--- src/rtl/pe_packet_encoder.sv ---
// Response packet serialiser: ACK/NACK handshakes and DATA packets carrying the
// winning nonce and hash, emitted one byte at a time over a valid/ready stream.
module pe_packet_encoder #(
  parameter int          NONCE_BYTES = 4,
  parameter int          HASH_BYTES  = 32,
  parameter logic [7:0]  PID_ACK     = 8'hD2,
  parameter logic [7:0]  PID_NACK    = 8'h5A,
  parameter logic [7:0]  PID_DATA    = 8'hC3
) (
  input  logic                    clk,
  input  logic                    n_rst,
  input  logic                    transmit_ack,
  input  logic                    transmit_nack,
  input  logic                    result_valid,
  input  logic [NONCE_BYTES*8-1:0] nonce,
  input  logic [HASH_BYTES*8-1:0]  hash,
  input  logic                    tx_ready,
  output logic                    tx_valid,
  output logic [7:0]              tx_data,
  output logic                    tx_eop,
  output logic                    tx_done,
  output logic                    busy,
  output logic                    result_overrun
);

  localparam int PAY = NONCE_BYTES + HASH_BYTES;
  localparam int IW  = $clog2(PAY);
  localparam logic [IW-1:0] LAST = IW'(PAY - 1);

  localparam logic [1:0] S_IDLE    = 2'd0;
  localparam logic [1:0] S_PID     = 2'd1;
  localparam logic [1:0] S_PAYLOAD = 2'd2;
  localparam logic [1:0] S_CHK     = 2'd3;

  localparam logic [1:0] T_ACK  = 2'd0;
  localparam logic [1:0] T_NACK = 2'd1;
  localparam logic [1:0] T_DATA = 2'd2;

  logic [1:0]          state, ptype;
  logic                ack_p, nack_p, data_p;
  logic [PAY-1:0][7:0] payload;
  logic [IW-1:0]       idx, next_idx;
  logic [7:0]          chk, chk_next;
  logic                xfer, idle, data_active, accept;
  logic                sel_ack, sel_nack, sel_data;

  assign xfer        = tx_valid & tx_ready;
  assign idle        = (state == S_IDLE);
  assign data_active = ~idle & (ptype == T_DATA);
  // A result is only captured when no DATA packet owns the payload registers.
  assign accept      = result_valid & ~data_p & ~data_active;

  assign sel_nack = idle & (nack_p | transmit_nack);
  assign sel_ack  = idle & ~(nack_p | transmit_nack) & (ack_p | transmit_ack);
  assign sel_data = idle & ~(nack_p | transmit_nack) & ~(ack_p | transmit_ack)
                  & (data_p | result_valid);

  assign next_idx = idx + 1'b1;
  assign chk_next = chk ^ tx_data;
  assign busy     = ~idle | ack_p | nack_p | data_p;

  always_ff @(posedge clk or negedge n_rst) begin
    if (!n_rst) begin
      state          <= S_IDLE;
      ptype          <= T_ACK;
      ack_p          <= 1'b0;
      nack_p         <= 1'b0;
      data_p         <= 1'b0;
      payload        <= '0;
      idx            <= '0;
      chk            <= '0;
      tx_valid       <= 1'b0;
      tx_data        <= 8'h00;
      tx_eop         <= 1'b0;
      tx_done        <= 1'b0;
      result_overrun <= 1'b0;
    end else begin
      tx_done        <= 1'b0;
      result_overrun <= result_valid & ~accept;

      // Selection consumes a fresh request; a repeat on top of a pending flag survives.
      ack_p  <= sel_ack  ? (ack_p & transmit_ack)   : (ack_p | transmit_ack);
      nack_p <= sel_nack ? (nack_p & transmit_nack) : (nack_p | transmit_nack);
      data_p <= sel_data ? 1'b0 : (data_p | accept);
      if (accept) payload <= {hash, nonce};

      case (state)
        S_IDLE: begin
          if (sel_nack | sel_ack | sel_data) begin
            state    <= S_PID;
            tx_valid <= 1'b1;
            if (sel_nack) begin
              ptype   <= T_NACK;
              tx_data <= PID_NACK;
              tx_eop  <= 1'b1;
            end else if (sel_ack) begin
              ptype   <= T_ACK;
              tx_data <= PID_ACK;
              tx_eop  <= 1'b1;
            end else begin
              ptype   <= T_DATA;
              tx_data <= PID_DATA;
              tx_eop  <= 1'b0;
            end
          end
        end
        S_PID: begin
          if (xfer) begin
            if (ptype == T_DATA) begin
              state   <= S_PAYLOAD;
              idx     <= '0;
              chk     <= 8'h00;
              tx_data <= payload[0];
            end else begin
              state    <= S_IDLE;
              tx_valid <= 1'b0;
              tx_eop   <= 1'b0;
              tx_data  <= 8'h00;
              tx_done  <= 1'b1;
            end
          end
        end
        S_PAYLOAD: begin
          if (xfer) begin
            chk <= chk_next;
            if (idx == LAST) begin
              state   <= S_CHK;
              tx_data <= chk_next;
              tx_eop  <= 1'b1;
            end else begin
              idx     <= next_idx;
              tx_data <= payload[next_idx];
            end
          end
        end
        default: begin
          if (xfer) begin
            state    <= S_IDLE;
            tx_valid <= 1'b0;
            tx_eop   <= 1'b0;
            tx_data  <= 8'h00;
            tx_done  <= 1'b1;
          end
        end
      endcase
    end
  end

endmodule

--- config.mk ---
export PLATFORM = sky130hd
export DESIGN_NAME = pe_packet_encoder
export DESIGN_NICKNAME = d
export VERILOG_FILES = /design/src/rtl/pe_packet_encoder.sv
export SDC_FILE = /design/constraint.sdc
export NUM_CORES = 1
export LEC_CHECK = 0
export BUFFER_PORTS_ARGS = -buffer_cell sky130_fd_sc_hd__buf_4
export CAP_MARGIN = 20
export CORE_MARGIN = 4
export CORE_UTILIZATION = 35
export DETAILED_ROUTE_END_ITERATION = 6
export GPL_TIMING_DRIVEN = 0
export PLACE_DENSITY_LB_ADDON = 0.25
export SYNTH_ARGS = -nofsm -noshare
export SYNTH_HDL_FRONTEND = slang
export SYNTH_SLANG_ARGS = --single-unit
--- constraint.sdc ---
create_clock -name clk -period 3.2 [get_ports clk]
set_clock_uncertainty 0.1 [all_clocks]
set_input_delay 0.32 -clock clk [delete_from_list [all_inputs] [get_ports clk]]
set_output_delay 0.32 -clock clk [all_outputs]
set_load 0.01 [all_outputs]
# ---- After elaboration in Yosys (flattened, before gate mapping)
# Cells that the tools add are included.
dict set report op_classes {
  addsub 1
  n_mul 0
  div_mod_pow 0
  order_cmp 1
  eq_ne 11
  shift 0
  n_mux 47
  bitwise 29
  n_reduce_logical 11
}
# op count
set op_table {}
lappend op_table {{two-way mux 8 bit} 11}
lappend op_table {{binary-select mux 8 bit (select 6 bit)} 1}
lappend op_table {{two-way mux 6 bit} 4}
lappend op_table {{case mux 8 bit (3 select lines)} 1}
lappend op_table {{two-way mux 2 bit} 8}
lappend op_table {{case mux 8 bit (2 select lines)} 1}
lappend op_table {{two-way mux 1 bit} 15}
lappend op_table {{AND reduction 5 bit} 3}
lappend op_table {{bitwise AND 1 bit} 12}
lappend op_table {{inequality test 2 bit (second input constant)} 6}
lappend op_table {{case mux 6 bit (2 select lines)} 1}
lappend op_table {{OR 1 bit} 9}
lappend op_table {{AND reduction 4 bit} 2}
lappend op_table {{bitwise XOR 8 bit} 1}
lappend op_table {{less-than comparator 6 x 7 -> 1 bit (second input constant)} 1}
lappend op_table {{NOT 1 bit} 7}
lappend op_table {{adder 6 x 1 -> 6 bit (second input constant)} 1}
lappend op_table {{== test 6 bit (second input constant)} 1}
lappend op_table {{case mux 1 bit (3 select lines)} 2}
lappend op_table {{case mux 2 bit (3 select lines)} 1}
lappend op_table {{AND reduction 6 bit} 1}
lappend op_table {{two-way mux 5 bit} 1}
lappend op_table {{== test 2 bit (second input constant)} 2}
lappend op_table {{nonzero test 2 bit} 2}
lappend op_table {{other kinds (6)} 6}
dict set report totals {
  register_bits 321
  latch_bits 0
  ramBits 0
  rom_bits 0
  input_bits 294
  output_inout_bits 13
  word_cells 148
  n_memories 0
}

# ---- Logic depth before layout (Yosys ltp)
dict set report depth {
  word_depth 8
  mapped_depth 10
  ltp_nobuf 7
}

# ---- Worst setup path after synthesis
# No wires, ideal clock.
dict set report synth_path {
  path_type {reg-to-reg}
  startpoint {reg idx[1]}
  endpoint {reg tx_data[3]}
  setup_time_ns 0.140
  arrival_time_ns 2.285
  required_time_ns 2.960
  path_slack_ns 0.675
  path_stages_with_launch 9
  n_path_buf 3
  cell_sequence {dfrtp_1 > ha_1 > clkbuf_1 > clkbuf_1 > clkbuf_1 > mux4_2 > mux2i_1 > o32a_1 > a22oi_1}
}
dict set report synth_via {
  elab_chain_cells 6
  word_cells_on_any_way 7
  classes_between {add/sub (1); eq/ne (1); mux (5)}
}
# item line
set synth_lines {}
lappend synth_lines {{start: declaration} 42} ;# logic [IW-1:0] idx, next_idx;
lappend synth_lines {{start signal: assignment} 131} ;# idx <= next_idx;
lappend synth_lines {{adder 6 x 1 -> 6 bit} 58} ;# assign next_idx = idx + 1'b1;
lappend synth_lines {{binary-select mux 8 bit (select 6 bit)} 132} ;# tx_data <= payload[next_idx];
lappend synth_lines {{two-way mux 8 bit (not written as such)} 132}
lappend synth_lines {{two-way mux 8 bit *} 126} ;# if (idx == LAST) begin
lappend synth_lines {{two-way mux 8 bit *} 124} ;# if (xfer) begin
lappend synth_lines {{case mux 8 bit (3 select lines) *} 87} ;# case (state)
lappend synth_lines {{end signal: assignment} 113} ;# tx_data <= payload[0];
lappend synth_lines {{end signal: assignment} 128} ;# tx_data <= chk_next;
lappend synth_lines {{end signal: assignment} 132}
lappend synth_lines {{end: declaration} 19} ;# output logic [7:0] tx_data,
# Every way passes the cells marked *; elsewhere a longest branch is shown, timed or not. The select of a mux whose other input is x is not followed.
# A chain may end at the register's enable or synchronous reset.

# ---- Worst setup path after layout
dict set report layout_path {
  startpoint {reg idx[0]}
  endpoint {reg tx_data[5]}
}
# The elaborated chain is that of the path after synthesis.

==> run_results.csv <==
group,metric,value,unit
synthesis,netlist_instances,1140,
clock_network,cts_root_buffer,"clkbuf_16",
flow_run,cap_viol_max_count,0,
synthesis,yosys.area.top_type_share,0.5307,
clock_network,clk_pin_slew,60,ps
grt,antenna_found_initial,3,
clock_network,cts_max_level,2,
timing,tightest_slew,878.6,ps
outcome,outcome,"finished clean",
worst_hold_path,hp-class,"primary input to asynchronous set/reset pin",
floorplanning,initial_core_util,0.3576,
synthesis,synth-seq-area-share,0.5307,
timing,layout_min_cycle_time,3037,ps
floorplanning,die_w,216.0,um
timing,slew_viol_final,0,
placed_design,place_area,0.01827,mm^2
detailed_routing,routed_wl,53300,um
detailed_routing,viasPerCell,5.039,
final_layout,n_fill_cell,3541,
pwr,cellPowerDensity,815.3,mW/mm^2
detailed_routing,drtPass1Iterations,5,
placed_design,hpwl,37340,um
final_layout,post_route_cells_drive_above_1_share,0.4385,
detailed_routing,antenna_left,0,
clock_network,clockBufferDepth,3,
timing,fmax,329.3,MHz
setup_path,path_class,"flip-flop to flip-flop",
timing,rsz0062_at_grt,"false",
detailed_routing,drt_iter0_drc,732,
synthesis,ys_ff_latch,321,
synthesis,synth_common_cells,"dfrtp_1, mux2_2, nand2_1",
detailed_routing,num_vias,12030,
grt,grt-ovfl-total,0,
floorplanning,num_rows,75,
clock_network,cts_inserted_buffers,38,
setup_path,reg2reg_to,"tx_data[5]",
clock_network,clock_latency,550,ps
placed_design,place_congestion,0.8240,
detailed_routing,drc,0,
synthesis,post-synth-top-count-cell,"dfrtp_1",
synthesis,ys_warn_count,0,
timing,finalSetupViolCount,0,
synthesis,ys_async_sr_fraction,1.000,
floorplanning,dieArea,0.04664,mm^2
final_layout,final_area,0.02252,mm^2
setup_path,crit_path_end_kind,"flip-flop",
timing,relSlewSlack,0.4143,
timing,min_period_over_period,0.9490,
detailed_routing,wl_per_cell,22.33,um
final_layout,final_cells,2387,
final_layout,nets,2079,
floorplanning,core_area,0.04232,mm^2
grt,grt_pass1_vias,13190,
final_layout,register_area,0.008033,mm^2
synthesis,syn_nets,1435,
clock_network,cts_tree,"yes",
floorplanning,fp.dieH,216.0,um
synthesis,synthTopCellsByArea,"dfrtp_1, mux2_2, mux4_2",
setup_path,required,3540,ps
timing,final_hold_viol_count,0,
setup_path,crit-reg2reg-launch,"idx[0]",
synthesis,yosysTopAreaCell,"dfrtp_1",
synthesis,synth-edff-count,0,
synthesis,ys.flop_type,"dfrtp_1",
timing,hold_slack,207.1,ps
setup_path,r2r_slack,160,ps
synthesis,synthesis.area,0.01514,mm^2
grt,grt_pass1_wl,80970,um
grt,gr-usage-all-layers,0.2272,
setup_path,crit_arrival,3380,ps
placed_design,portBuffers,306,
floorplanning,ios,307,
synthesis,synthesis.area_per_instance,13.28,um^2
clock_network,clock-sinks,321,
pwr,ir_worst_vdd,364.3,uV
final_layout,multi_input_area,0.006686,mm^2
setup_path,cp_max_fo,10,
final_layout,area_growth,48.77,%
grt,grt_max_degree,110,
setup_path,worst_setup_path_start_kind,"flip-flop",
pwr,p_leak,10.32,nW
placed_design,placed_cells,2028,
synthesis,synth_cell_type_count,65,
final_layout,final_util,0.5321,
setup_path,r2r_cells,9,
worst max path at each step:
| stage | from | to | slack [ps] | cells after the start |
|---|---|---|---|---|
| after global placement | n_rst | payload[75] | -1380 | 1 |
| after CTS | state[0] | payload[120] | 2 | 7 |
| final | idx[0] | tx_data[5] | 160 | 9 |
| after detailed placement | idx[1] | tx_data[4] | -1000 | 8 |
| after global routing | idx[0] | tx_data[0] | 2 | 9 |
| after floorplan | idx[1] | tx_data[3] | 670 | 8 |
cell families (layout without fill, tap and decap cells):
family / count (synthesis) / count (layout) / synth area share
muxes: 356 / 356 / 0.2994
other: 0 / 4 / 0
xor gates and xnor gates: 7 / 7 / 0.004051
buffers and inverters: 88 / 754 / 0.03059
and+or+nand+nor: 244 / 244 / 0.07399
AOI/OAI and AO/OA: 121 / 121 / 0.05911
adders and majority gates: 3 / 3 / 0.002149
DFF: 321 / 321 / 0.5307
metrics by stage:
stage | setup slack (ps) | TNS, ps | power, mW
finish | 163.1 | 0 | 18.36
global route | 2.003 | 0 | 19.39
CTS | 1.902 | 0 | 18.45
detailed placement | -1001 | -14330 | 13.73
global placement | -1384 | -451220 | 13.53
floorplan | 674.9 | 0 | 11.02
worst max-delay path, stage by stage (launching register included):
cell	delay [ps]
dfrtp_1	380
clkbuf_1	190
buf_4	250
buf_4	250
nor2b_1	240
clkbuf_1	610
nand3_1	140
a41oi_1	420
nor2_1	80
a31o_2	250
layout by cell type (no fill, tap or decap), drive strengths merged, types with 9 or more instances in the layout:
cell type / synthesis / final
a21oi: 16 / 16
a22oi: 9 / 9
a31oi: 12 / 12
buf: 45 / 355
clkbuf: 32 / 89
dfrtp: 321 / 321
dlygate4sd3: 0 / 292
inv: 11 / 11
mux2: 289 / 289
mux2i: 19 / 19
mux4: 48 / 48
nand2: 124 / 124
nand2b: 15 / 15
nand3: 36 / 36
nor2: 27 / 27
nor2b: 10 / 10
o21ai: 27 / 27
cell type report:
class,instances,share of cell area
Antenna cell,4,0.0004445
Buffer,76,0.02017
Clock buffer,55,0.05056
Clock inverter,7,0.003778
Inverter,11,0.001834
Multi-Input combinational cell,731,0.2969
Sequential cell,321,0.3567
Tap cell,577,0.03206
Timing Repair Buffer,605,0.2375
routing by layer:
metal | up-vias | wire length (um) | global-route usage
met1 | 6075 | 23020 | 0.2985
met5 | - | 0 | 0
met2 | 395 | 26300 | 0.3859
li1 | 5474 | - | -
met3 | 83 | 2765 | 0.04121
met4 | 0 | 1212 | 0.06785
power breakdown:
group	switching (mW)	total (mW)	leakage [nW]	internal (mW)
registers	1.03	6.86	4.20	5.84
logic	3.56	7.17	5.51	3.62
clock network	1.71	4.32	0.606	2.61
total	6.29	18.4	10.3	12.1
state kept, by name (all words and copies together) (netlist names):
register,cells
state,2
payload,288
ack_p,1
result_overrun,1
ptype,2
data_p,1
chk,8
tx_eop,1
nack_p,1
tx_done,1
tx_valid,1
tx_data,8
idx,6
what timing repair did:
action	4_1_cts	5_1_grt
hold buffers	292	0
pin swaps	0	1
setup buffers	0	2
resized for setup	17	17
endpoints found under the setup margin	142	110
endpoints found under the hold margin	343	0
Power figures use the tool's default switching activity.
